$ cat config.mk
export PLATFORM = sky130hd
export DESIGN_NAME = uart_tx_tick
export DESIGN_NICKNAME = d
export VERILOG_FILES = /design/src/rtl/uart_pkg.sv /design/src/rtl/uart_tx_tick.sv
export SDC_FILE = /design/constraint.sdc
export NUM_CORES = 1
export LEC_CHECK = 0
export ABC_AREA = 1
export CELL_PAD_IN_SITES_DETAIL_PLACEMENT = 1
export CELL_PAD_IN_SITES_GLOBAL_PLACEMENT = 1
export CORE_ASPECT_RATIO = 0.8
export CORE_MARGIN = 2
export CORE_UTILIZATION = 36
export CTS_CLUSTER_SIZE = 12
export DETAILED_ROUTE_END_ITERATION = 10
export GPL_TIMING_DRIVEN = 0
export PLACE_DENSITY = 0.8
export SLEW_MARGIN = 20
export SYNTH_ARGS = -nofsm -noshare
export SYNTH_HDL_FRONTEND = slang
export SYNTH_SLANG_ARGS = --single-unit
$ cat constraint.sdc
create_clock -name clk -period 1.2 [get_ports clk]
set_input_delay 0.36 -clock clk [delete_from_list [all_inputs] [get_ports clk]]
set_output_delay 0.36 -clock clk [all_outputs]
set_load 0.02 [all_outputs]
$ cat src/rtl/uart_pkg.sv
// Shared types, limits and helpers for the UART transmit path.
package uart_pkg;

    typedef enum logic [2:0] {
        IDLE,
        ARM,
        START,
        DATA,
        PARITY,
        STOP
    } tx_state_t;

    localparam int DATA_BITS_MIN = 5;
    localparam int DATA_BITS_MAX = 9;

    // Frame length in bit periods, excluding the wait for the first tick after accept.
    function automatic int frame_ticks(input int data_bits, input int parity_en, input int stop_bits);
        return 1 + data_bits + parity_en + stop_bits;
    endfunction

endpackage

$ cat src/rtl/uart_tx_tick.sv
// UART transmitter advanced by a one-cycle baud_tick enable; valid/ready byte input,
// framed LSB-first serial output with optional parity and one or two stop bits.
module uart_tx_tick
    import uart_pkg::*;
#(
    parameter int DATA_BITS  = 8,
    parameter int PARITY_EN  = 0,
    parameter int PARITY_ODD = 0,
    parameter int STOP_BITS  = 1
) (
    input  logic                 clk,
    input  logic                 reset_n,
    input  logic                 baud_tick,
    input  logic [DATA_BITS-1:0] tx_data,
    input  logic                 tx_valid,
    output logic                 tx_ready,
    output logic                 tx,
    output logic                 tx_busy,
    output logic                 tx_done
);

    localparam int               CNT_W     = $clog2(DATA_BITS + 1);
    localparam logic [CNT_W-1:0] LAST_DATA = CNT_W'(DATA_BITS - 1);
    localparam logic [CNT_W-1:0] LAST_STOP = CNT_W'(STOP_BITS - 1);
    localparam logic [CNT_W-1:0] CNT_ONE   = CNT_W'(1);

    generate
        if (DATA_BITS < DATA_BITS_MIN || DATA_BITS > DATA_BITS_MAX) begin : g_bad_data_bits
            $error("uart_tx_tick: DATA_BITS must be in 5..9");
        end
        if (STOP_BITS != 1 && STOP_BITS != 2) begin : g_bad_stop_bits
            $error("uart_tx_tick: STOP_BITS must be 1 or 2");
        end
    endgenerate

    tx_state_t            state_q, state_d;
    logic [DATA_BITS-1:0] shift_q, shift_d;
    logic [CNT_W-1:0]     cnt_q, cnt_d;
    logic                 parity_q, parity_d;
    logic                 tx_q, tx_d;
    logic                 ready_q, ready_d;
    logic                 busy_q, busy_d;
    logic                 done_q, done_d;

    always_ff @(posedge clk or negedge reset_n) begin
        if (!reset_n) begin
            state_q  <= IDLE;
            shift_q  <= '0;
            cnt_q    <= '0;
            parity_q <= 1'b0;
            tx_q     <= 1'b1;
            ready_q  <= 1'b1;
            busy_q   <= 1'b0;
            done_q   <= 1'b0;
        end else begin
            state_q  <= state_d;
            shift_q  <= shift_d;
            cnt_q    <= cnt_d;
            parity_q <= parity_d;
            tx_q     <= tx_d;
            ready_q  <= ready_d;
            busy_q   <= busy_d;
            done_q   <= done_d;
        end
    end

    // tx_d is the line level for the bit period that the current tick opens.
    always_comb begin
        state_d  = state_q;
        shift_d  = shift_q;
        cnt_d    = cnt_q;
        parity_d = parity_q;
        tx_d     = tx_q;
        ready_d  = ready_q;
        busy_d   = busy_q;
        done_d   = 1'b0;

        case (state_q)
            IDLE: begin
                tx_d = 1'b1;
                if (tx_valid && ready_q) begin
                    state_d  = ARM;
                    shift_d  = tx_data;
                    parity_d = (^tx_data) ^ (PARITY_ODD != 0);
                    cnt_d    = '0;
                    ready_d  = 1'b0;
                    busy_d   = 1'b1;
                end
            end
            ARM: begin
                if (baud_tick) begin
                    state_d = START;
                    tx_d    = 1'b0;
                end
            end
            START: begin
                if (baud_tick) begin
                    state_d = DATA;
                    tx_d    = shift_q[0];
                    cnt_d   = '0;
                end
            end
            DATA: begin
                if (baud_tick) begin
                    shift_d = shift_q >> 1;
                    cnt_d   = cnt_q + CNT_ONE;
                    tx_d    = shift_d[0];
                    if (cnt_q == LAST_DATA) begin
                        cnt_d = '0;
                        if (PARITY_EN != 0) begin
                            state_d = PARITY;
                            tx_d    = parity_q;
                        end else begin
                            state_d = STOP;
                            tx_d    = 1'b1;
                        end
                    end
                end
            end
            PARITY: begin
                if (baud_tick) begin
                    state_d = STOP;
                    tx_d    = 1'b1;
                    cnt_d   = '0;
                end
            end
            STOP: begin
                if (baud_tick) begin
                    if (cnt_q == LAST_STOP) begin
                        state_d = IDLE;
                        cnt_d   = '0;
                        done_d  = 1'b1;
                        ready_d = 1'b1;
                        busy_d  = 1'b0;
                    end else begin
                        cnt_d = cnt_q + CNT_ONE;
                    end
                end
            end
            default: begin
                state_d = IDLE;
                tx_d    = 1'b1;
                ready_d = 1'b1;
                busy_d  = 1'b0;
            end
        endcase
    end

    assign tx       = tx_q;
    assign tx_ready = ready_q;
    assign tx_busy  = busy_q;
    assign tx_done  = done_q;

endmodule

# Word level (Yosys, flattened, before mapping)
# Cells that the tools add are included.
dict set report word_totals {
  reg_bits 19
  in_bits 12
  out_inout_bits 4
  wordCells 73
}
dict set report op_classes {
  add_sub_neg 1
  n_eq_ne 15
  mux 36
  bitwise 2
  n_reduce_logical 12
}
# cell count
set op_table {}
lappend op_table {{two-way mux 3 bit} 8}
lappend op_table {{two-way mux 4 bit} 6}
lappend op_table {{one-hot mux 3 bit (6 select lines)} 1}
lappend op_table {{two-way mux 8 bit} 2}
lappend op_table {{inequality test 2 bit (second input constant)} 8}
lappend op_table {{one-hot mux 4 bit (4 select lines)} 1}
lappend op_table {{one-hot mux 8 bit (2 select lines)} 1}
lappend op_table {{two-way mux 1 bit} 14}
lappend op_table {{AND reduction 5 bit} 2}
lappend op_table {{AND reduction 8 bit} 1}
lappend op_table {{== test 3 x 2 -> 1 bit (second input constant)} 2}
lappend op_table {{== test 3 bit (second input constant)} 2}
lappend op_table {{one-hot mux 1 bit (3 select lines)} 2}
lappend op_table {{one-hot mux 1 bit (5 select lines)} 1}
lappend op_table {{adder 4 x 1 -> 4 bit (second input constant)} 1}
lappend op_table {{== test 4 x 3 -> 1 bit (second input constant)} 1}
lappend op_table {{logical NOT 4 bit} 1}
lappend op_table {{AND reduction 4 bit} 1}
lappend op_table {{nonzero test 4 bit} 1}
lappend op_table {{OR reduction 4 bit} 1}
lappend op_table {{== test 3 x 1 -> 1 bit (second input constant)} 1}
lappend op_table {{logical NOT 3 bit} 1}
lappend op_table {{AND reduction 3 bit} 1}
lappend op_table {{inequality test 2 x 1 -> 1 bit (second input constant)} 1}
lappend op_table {{other kinds (4)} 5}

# Longest topological paths before layout
# Gate-level depths: netlist (run 1).
dict set report logic_depth {
  ltp_word 4
  mapped_depth 9
  ltp_nobuf 9
}

# Least setup slack after synthesis (run 1)
# No wires, ideal clock.
dict set report synth_timing {
  path_kind {flip-flop to flip-flop}
  startpoint {register ready_q, in the netlist tx_ready}
  endpoint {register shift_q[2]}
  setup_ns 0.074
  t_arrival_ns 1.230
  t_required_ns 1.126
  slack_ns -0.104
  path_stages_with_launch 8
  n_path_buf 1
  cell_sequence {dfstp_2 > nand2_1 > nand3_4 > nand2_2 > nor2_8 > buf_8 > nand2_1 > o21ai_2}
}
dict set report synth_via {
  elab_chain_len 3
}
# item line
set synth_lines {}
lappend synth_lines {{start, declared} uart_tx_tick.sv:41} ;# logic ready_q, ready_d;
lappend synth_lines {{start signal, assigned} uart_tx_tick.sv:61} ;# ready_q <= ready_d;
lappend synth_lines {{logical AND 1 bit} uart_tx_tick.sv:81} ;# if (tx_valid && ready_q) begin
lappend synth_lines {{inequality test 2 bit (no source line)} --}
lappend synth_lines {{AND reduction 3 bit (no source line)} --}
lappend synth_lines {{end signal, assigned} uart_tx_tick.sv:57} ;# shift_q <= shift_d;
lappend synth_lines {{end, declared} uart_tx_tick.sv:37} ;# logic [DATA_BITS-1:0] shift_q, shift_d;
# No other way between the ends.
# A chain may end at the register's enable or synchronous reset.

# Worst setup path in the final report (run 1)
dict set report layout_timing {
  startpoint {register cnt_q[1]}
  endpoint {register state_q[0]}
}
dict set report layout_via {
  elab_chain_len 3
  elab_cells_between_ends 5
}
# item line
set layout_lines {}
lappend layout_lines {{start, declared} uart_tx_tick.sv:38} ;# logic [CNT_W-1:0] cnt_q, cnt_d;
lappend layout_lines {{start signal, assigned} uart_tx_tick.sv:58} ;# cnt_q <= cnt_d;
lappend layout_lines {{== test 4 x 3 -> 1 bit or logical NOT 4 bit (tied branches)} {uart_tx_tick.sv:108, uart_tx_tick.sv:129}}
lappend layout_lines {{inequality test 2 bit (no source line)} --}
lappend layout_lines {{AND reduction 8 bit (no source line) *} --}
lappend layout_lines {{end signal, assigned} uart_tx_tick.sv:56} ;# state_q <= state_d;
lappend layout_lines {{end, declared} uart_tx_tick.sv:36} ;# tx_state_t state_q, state_d;
# Mark *: on every way between the ends. The rest lies on a longest branch, timed or not.

==> results of run 1 <==
-- Yosys cell counts --
master / number / area share [%]
nor2_8: 1 / 1.6
buf_2: 1 / 0.39
nor2_2: 2 / 0.99
o21ai_2: 6 / 4.1
nand3_4: 2 / 2.8
nor3_1: 1 / 0.39
nor2_4: 3 / 2.7
inv_4: 1 / 0.49
o21ai_0: 9 / 3.6
xor2_1: 1 / 0.69
nor2_1: 9 / 2.7
dfrtp_1: 17 / 34
a21oi_1: 2 / 0.79
buf_4: 1 / 0.59
nand3_2: 3 / 2.4
ha_1: 2 / 2.0
nand4_1: 7 / 3.5
buf_6: 1 / 0.89
nand2_2: 3 / 1.5
inv_1: 17 / 5.0
dfstp_2: 2 / 4.1
buf_8: 1 / 1.2
nand2_1: 69 / 20
inv_2: 2 / 0.59
nand3_1: 8 / 3.2
-- worst max-delay path by stage --
stage                              to  slack [ns]  cells after the start
2_1_floorplan  shift_q[2]$_DFFE_PN0P_       -0.08                      9
3_3_place_gp   shift_q[2]$_DFFE_PN0P_       -0.45                      8
3_5_place_dp   shift_q[3]$_DFFE_PN0P_       -0.52                      8
4_1_cts          cnt_q[1]$_DFFE_PN0P_       -0.19                     10
5_1_grt        state_q[0]$_DFFE_PN0P_       -0.41                      8
6_report       state_q[0]$_DFFE_PN0P_       -0.32                      8
-- registers in the layout (all words and copies together), names as in the netlist --
signal	count
tx_done	1
shift_q	8
tx	1
tx_busy	1
tx_ready	1
state_q	3
cnt_q	4
-- worst max-delay path: stages (launching register included) --
cell and delay (ns):
dfrtp_1 0.42, ha_2 0.23, nand2_2 0.08, nor2_4 0.15, nor2_2 0.06, nor2_4 0.17, buf_6 0.14, nand4_1 0.11
nand2_1 0.10
-- cells by family (layout without fill, tap and decap cells) --
logic type               count (synthesis)  in the layout  share of synthesized area [%]
flip-flops                              19             19                           37.7
buffers and inverters                   24             71                           9.18
AO/OA/AOI/OAI                           17             17                           8.49
XOR/XNOR                                 1              1                          0.691
adder cells (fa/ha/maj)                  2              2                           1.97
AND/OR/NAND/NOR                        108            108                           42.0
-- where the power goes --
| group | switching, mW | internal [mW] |
|---|---|---|
| Combinational | 0.0334 | 0.0345 |
| Sequential | 0 | 0.640 |
| Clock | 0.262 | 0.232 |
-- through the flow --
| stage | setup TNS (ns) | area, µm² | std cells |
|---|---|---|---|
| 6_report | -4.68 | 1960 | 260 |
| 5_1_grt | -5.91 | 1960 | 260 |
| 4_1_cts | -3.07 | 1800 | 252 |
| 3_5_place_dp | -15.10 | 1470 | 228 |
| 3_3_place_gp | -13.24 | 1470 | 228 |
| 2_1_floorplan | -1.17 | 1270 | 171 |
-- routing by layer --
layer	track usage, %	vias to the layer above	wire length, µm
met1	25.1	674	2000
met2	41.8	33	2570
met4	7.14	0	93
met5	0	-	0
met3	5.83	11	185
li1	-	634	-
-- final cells by class --
class	count	area [µm²]	share of cell area (%)
Tap cell	42	52.6	2.68
Clock buffer	3	41.3	2.10
Multi-Input combinational cell	128	853	43.5
Clock inverter	1	5.00	0.255
Timing Repair Buffer	43	405	20.7
Buffer	4	42.5	2.17
Sequential cell	19	479	24.4
Inverter	20	82.6	4.21
-- repair_timing --
action | 4_1_cts | 5_1_grt
resized for setup | 58 | 29
hold endpoints to repair | 0 | 0
pin swaps | 7 | 21
endpoints found under the setup margin | 39 | 21
cloned | 1 | 0
buffers inserted | 19 | 8
==> impl_metrics.py, run 1 <==
metrics = {
    "setup_path": {
        "ff2ff_path_depth": 8,
        "r2r-end": "state_q[0]$_DFFE_PN0P_",
        "worst-setup-path-type": "register to register",
        "cp_data_arrival_time_ns": 1.73,
        "critPathMaxFanout": 3,
        "cp-end-kind": "register",
        "timing.rr.start": "cnt_q[1]$_DFFE_PN0P_",
        "cp-startpoint": "cnt_q[1]$_DFFE_PN0P_",
        "worstSetupStartpointType": "register",
        "regToRegSetupSlack_ns": -0.32,
        "critPathRequiredTime_ns": 1.42,
    },
    "timing": {
        "hold_viol": 0,
        "rsz0062_at_grt": "yes",
        "whs_ns": 0.323,
        "tightestPinTransition_ns": 0.908,
        "setup_violations": 20,
        "finalMaxSlewViolations": 0,
        "layout_min_cycle_time_ns": 1.52,
        "setup_slack_ns": -0.315,
        "finalCritPeriodShare_pct": 126,
        "skew_ns": 0.0149,
        "slew_headroom_pct": 39.4,
        "fmax_ghz": 0.660,
    },
    "placed_design": {
        "pre_cts_slack_ns": -0.517,
        "place_congestion": 0.851,
        "io_buffers": 15,
        "place_hpwl_um": 2400,
    },
    "power": {
        "leakagePower_nw": 0.956,
        "peakVddDrop_v": 0.000819,
        "p_per_area_nw_per_um2": 613,
        "finalPower_mw": 1.20,
    },
    "run": {
        "cap_violations": 0,
    },
    "clock_tree": {
        "clkTransAtPathRegs_ns": 0.09,
        "clk_latency_ns": 0.27,
        "numCtsBuffers": 3,
        "cts_sinks": 19,
        "clock_path_buffers": 2,
        "cts_tree": "built",
        "cts_hold_buf": 0,
        "cts.htree.levels": 1,
        "root_buffer": "clkbuf_8",
    },
    "yosys": {
        "ys_seq_area_share_pct": 37.7,
        "synth_nets": 185,
        "synth-seq-cells": 19,
        "synth_cell_type_count": 25,
        "postSynthAreaPerCell_um2": 7.41,
        "synth_area_um2": 1270,
        "yosysWarningCount": 0,
        "synth_cells": 171,
    },
    "route": {
        "routed_wl_um": 4850,
        "viasPerCell": 5.20,
        "drt_iter0_drc": 51,
        "wire_per_inst_um": 18.6,
        "postRouteAntennaNets": 0,
        "dr.pass1.iters": 4,
        "vias": 1352,
        "drc_errors": 0,
    },
    "worst_hold_path": {
        "hold_path_class": "primary input to asynchronous set/reset pin",
    },
    "final_layout": {
        "final_common_cell": "nand2_1",
        "n_fill_cell": 407,
        "final_util_pct": 57.7,
        "area_delta_synth_final_pct": 54.8,
        "antenna_cells": 0,
        "drive_above_1_share_pct": 46.3,
        "layout_common_cells": "nand2_1 (50), buf_4 (20), dfrtp_1 (16)",
        "nNetsFinal": 233,
    },
    "die": {
        "die_h_um": 57.1,
        "coreArea_um2": 3400,
        "io_pins": 16,
        "fp.dieW_um": 70.3,
        "rows": 19,
        "start_util_pct": 37.3,
        "dieArea_um2": 4010,
    },
    "grt": {
        "grt.overflow.total": 0,
        "grt_max_degree": 20,
        "antenna_found_initial": 0,
        "grt_pass1_wl_um": 6930,
        "grt_usage_pct": 22.4,
        "grt_pass1_vias": 1463,
    },
    "status": {
        "violations": "setup timing",
        "status": "complete, but fails checks",
    },
}
No activity file was read; power rests on OpenSTA's default activity.
==> run 2, diff against run 1 <==
ABC_CLOCK_PERIOD_IN_PS = 1200   (was unset)
CTS_CLUSTER_DIAMETER = 200   (was unset)
==> results of run 2 <==
Final layout, timing and power as in run 1 (identical DEF).
==> run 3, diff against run 2 <==
SKIP_CTS_REPAIR_TIMING = 1   (was unset)
==> run 3 against run 2 <==
  * The flow still finishes with violations (setup timing)
  * Maximum frequency shrank 0.36%
  * Final cell count shrank 6.2%
  * Via count shrank 9.0%
  * Total power shrank 1.6%
  * Core utilization shrank 4.8 points
  * Final area shrank 8.4%
  * Wire length shrank 19%
  * Sequential share of layout area grew 2.4 points
  * Sequential power is essentially flat
  * Largest power group unchanged
==> impl_metrics.py, run 3 (same netlist as run 1, synthesis figures left out) <==
metrics = {
    "status": {
        "status": "complete, but fails checks",
        "violations": "setup timing",
    },
    "die": {
        "die_h_um": 57.1,
        "io_pins": 16,
        "fp.dieW_um": 70.3,
        "start_util_pct": 37.3,
        "coreArea_um2": 3400,
        "dieArea_um2": 4010,
        "rows": 19,
    },
    "grt": {
        "grt.overflow.total": 0,
        "grt_max_degree": 20,
        "antenna_found_initial": 0,
        "grt_pass1_wl_um": 5400,
        "grt_usage_pct": 16.9,
        "grt_pass1_vias": 1175,
    },
    "clock_tree": {
        "numCtsBuffers": 3,
        "root_buffer": "clkbuf_8",
        "clock_path_buffers": 2,
        "clkTransAtPathRegs_ns": 0.08,
        "cts_tree": "built",
        "cts.htree.levels": 1,
        "clk_latency_ns": 0.26,
        "cts_sinks": 19,
    },
    "route": {
        "viasPerCell": 5.04,
        "vias": 1230,
        "dr.pass1.iters": 4,
        "drt_iter0_drc": 55,
        "wire_per_inst_um": 16.2,
        "routed_wl_um": 3950,
        "postRouteAntennaNets": 0,
        "drc_errors": 0,
    },
    "timing": {
        "finalMaxSlewViolations": 0,
        "layout_min_cycle_time_ns": 1.52,
        "tightestPinTransition_ns": 0.890,
        "setup_slack_ns": -0.321,
        "skew_ns": 0.00956,
        "whs_ns": 0.207,
        "fmax_ghz": 0.657,
        "finalCritPeriodShare_pct": 127,
        "rsz0062_at_grt": "yes",
        "hold_viol": 0,
        "slew_headroom_pct": 40.6,
        "setup_violations": 20,
    },
    "placed_design": {
        "io_buffers": 15,
        "dpl.cell_count": 228,
        "place_congestion": 0.851,
        "pre_cts_slack_ns": -0.517,
        "place_hpwl_um": 2400,
    },
    "setup_path": {
        "crit_chain": "inv_2 > ha_4 > nand2_4 > nor2_4 > nor2_4 > nor2_4 > buf_4 > nand4_1 > nand2_1",
        "cp_slowest_cell": "dfrtp_2",
        "timing.rr.start": "cnt_q[0]$_DFFE_PN0P_",
        "critPathRequiredTime_ns": 1.41,
        "worst-setup-path-type": "register to register",
        "critPathMaxFanout": 5,
        "critPathMaxStageDelay_ns": 0.45,
        "cpMostUsedCell": "nor2_4",
        "r2r-end": "state_q[0]$_DFFE_PN0P_",
        "cp_data_arrival_time_ns": 1.73,
        "cp-end-kind": "register",
        "regToRegSetupSlack_ns": -0.32,
        "worstSetupStartpointType": "register",
        "ff2ff_path_depth": 9,
    },
    "power": {
        "netSwitchingFraction_pct": 23.3,
        "power.clock.fraction_pct": 40.2,
        "leakagePower_nw": 0.873,
        "p_per_area_nw_per_um2": 658,
        "peakVddDrop_v": 0.000813,
        "intPower_mw": 0.908,
        "netSwitchingPower_mw": 0.275,
        "combPwrFrac_pct": 5.7,
        "seq_power_share_pct": 54.1,
    },
    "final_layout": {
        "area_delta_synth_final_pct": 41.9,
        "final_common_cell": "nand2_1",
        "drive_above_1_share_pct": 42.6,
        "antenna_cells": 0,
        "instances_no_fill": 244,
        "largest_register": "shift_q",
        "nNetsFinal": 217,
        "largest_register_ffs": 8,
        "top_regs": "shift_q (8), cnt_q (4), state_q (3)",
        "n_fill_cell": 410,
        "layout_common_cells": "nand2_1 (54), dfrtp_1 (14), nand2_2 (12)",
    },
    "run": {
        "cap_violations": 0,
    },
    "worst_hold_path": {
        "hold_path_class": "primary input to asynchronous set/reset pin",
    },
}
-- run 3: per-layer routing --
metal	global-route usage, %	part of all wire (%)
met1	21.7	45
met4	2.20	0.71
met3	4.42	2.5
met2	29.6	52
met5	0	0
-- run 3: critical path, delay by kind of cell, from the launching register on --
family	cells	cell delay [ns]
adder cells (fa/ha/maj)	1	0.13
AND/OR/NAND/NOR	6	0.63
buffers and inverters	2	0.24
flip-flops	1	0.45
-- run 3: stage by stage --
stage | TNS [ns] | power (mW) | cell area (µm²) | util (%)
2_1_floorplan | -1.17 | 0.664 | 1270 | -
3_3_place_gp | -13.24 | 0.715 | 1470 | 43.3
3_5_place_dp | -15.10 | 0.717 | 1470 | 43.3
4_1_cts | -7.78 | 1.19 | 1520 | 44.7
5_1_grt | -5.57 | 1.24 | 1800 | 52.9
6_report | -4.52 | 1.18 | 1800 | 52.9
-- run 3: area by class of cell --
cell class	count	area [µm²]	share of cell area (%)
clock buffer	3	41.3	2.30
timing repair buffer	27	256	14.3
buffer	4	45.0	2.51
multi-input combinational	128	828	46.1
sequential	19	482	26.8
clock inverter	1	5.00	0.278
tap	42	52.6	2.92
inverter	20	87.6	4.87
-- run 3: how the worst max path moves through the flow --
stage | slack [ns] | from | endpoint | cells past startpoint
floorplan | -0.08 | state_q[0]$_DFFE_PN0P_ | shift_q[2]$_DFFE_PN0P_ | 9
global placement | -0.45 | baud_tick | shift_q[2]$_DFFE_PN0P_ | 8
detailed placement | -0.52 | baud_tick | shift_q[3]$_DFFE_PN0P_ | 8
finish | -0.32 | cnt_q[0]$_DFFE_PN0P_ | state_q[0]$_DFFE_PN0P_ | 9
global route | -0.35 | cnt_q[0]$_DFFE_PN0P_ | state_q[0]$_DFFE_PN0P_ | 9
CTS | -0.59 | tx_ready$_DFFE_PN1P_ | tx_ready | 1
-- run 3: power groups by stage --
stage / Sequential (mW) / Clock, mW / Combinational (mW)
6_report: 0.640 / 0.475 / 0.0673
5_1_grt: 0.640 / 0.522 / 0.0752
4_1_cts: 0.640 / 0.486 / 0.0651
3_5_place_dp: 0.652 / 0 / 0.0649
3_3_place_gp: 0.652 / 0 / 0.0625
2_1_floorplan: 0.653 / 0 / 0.0115
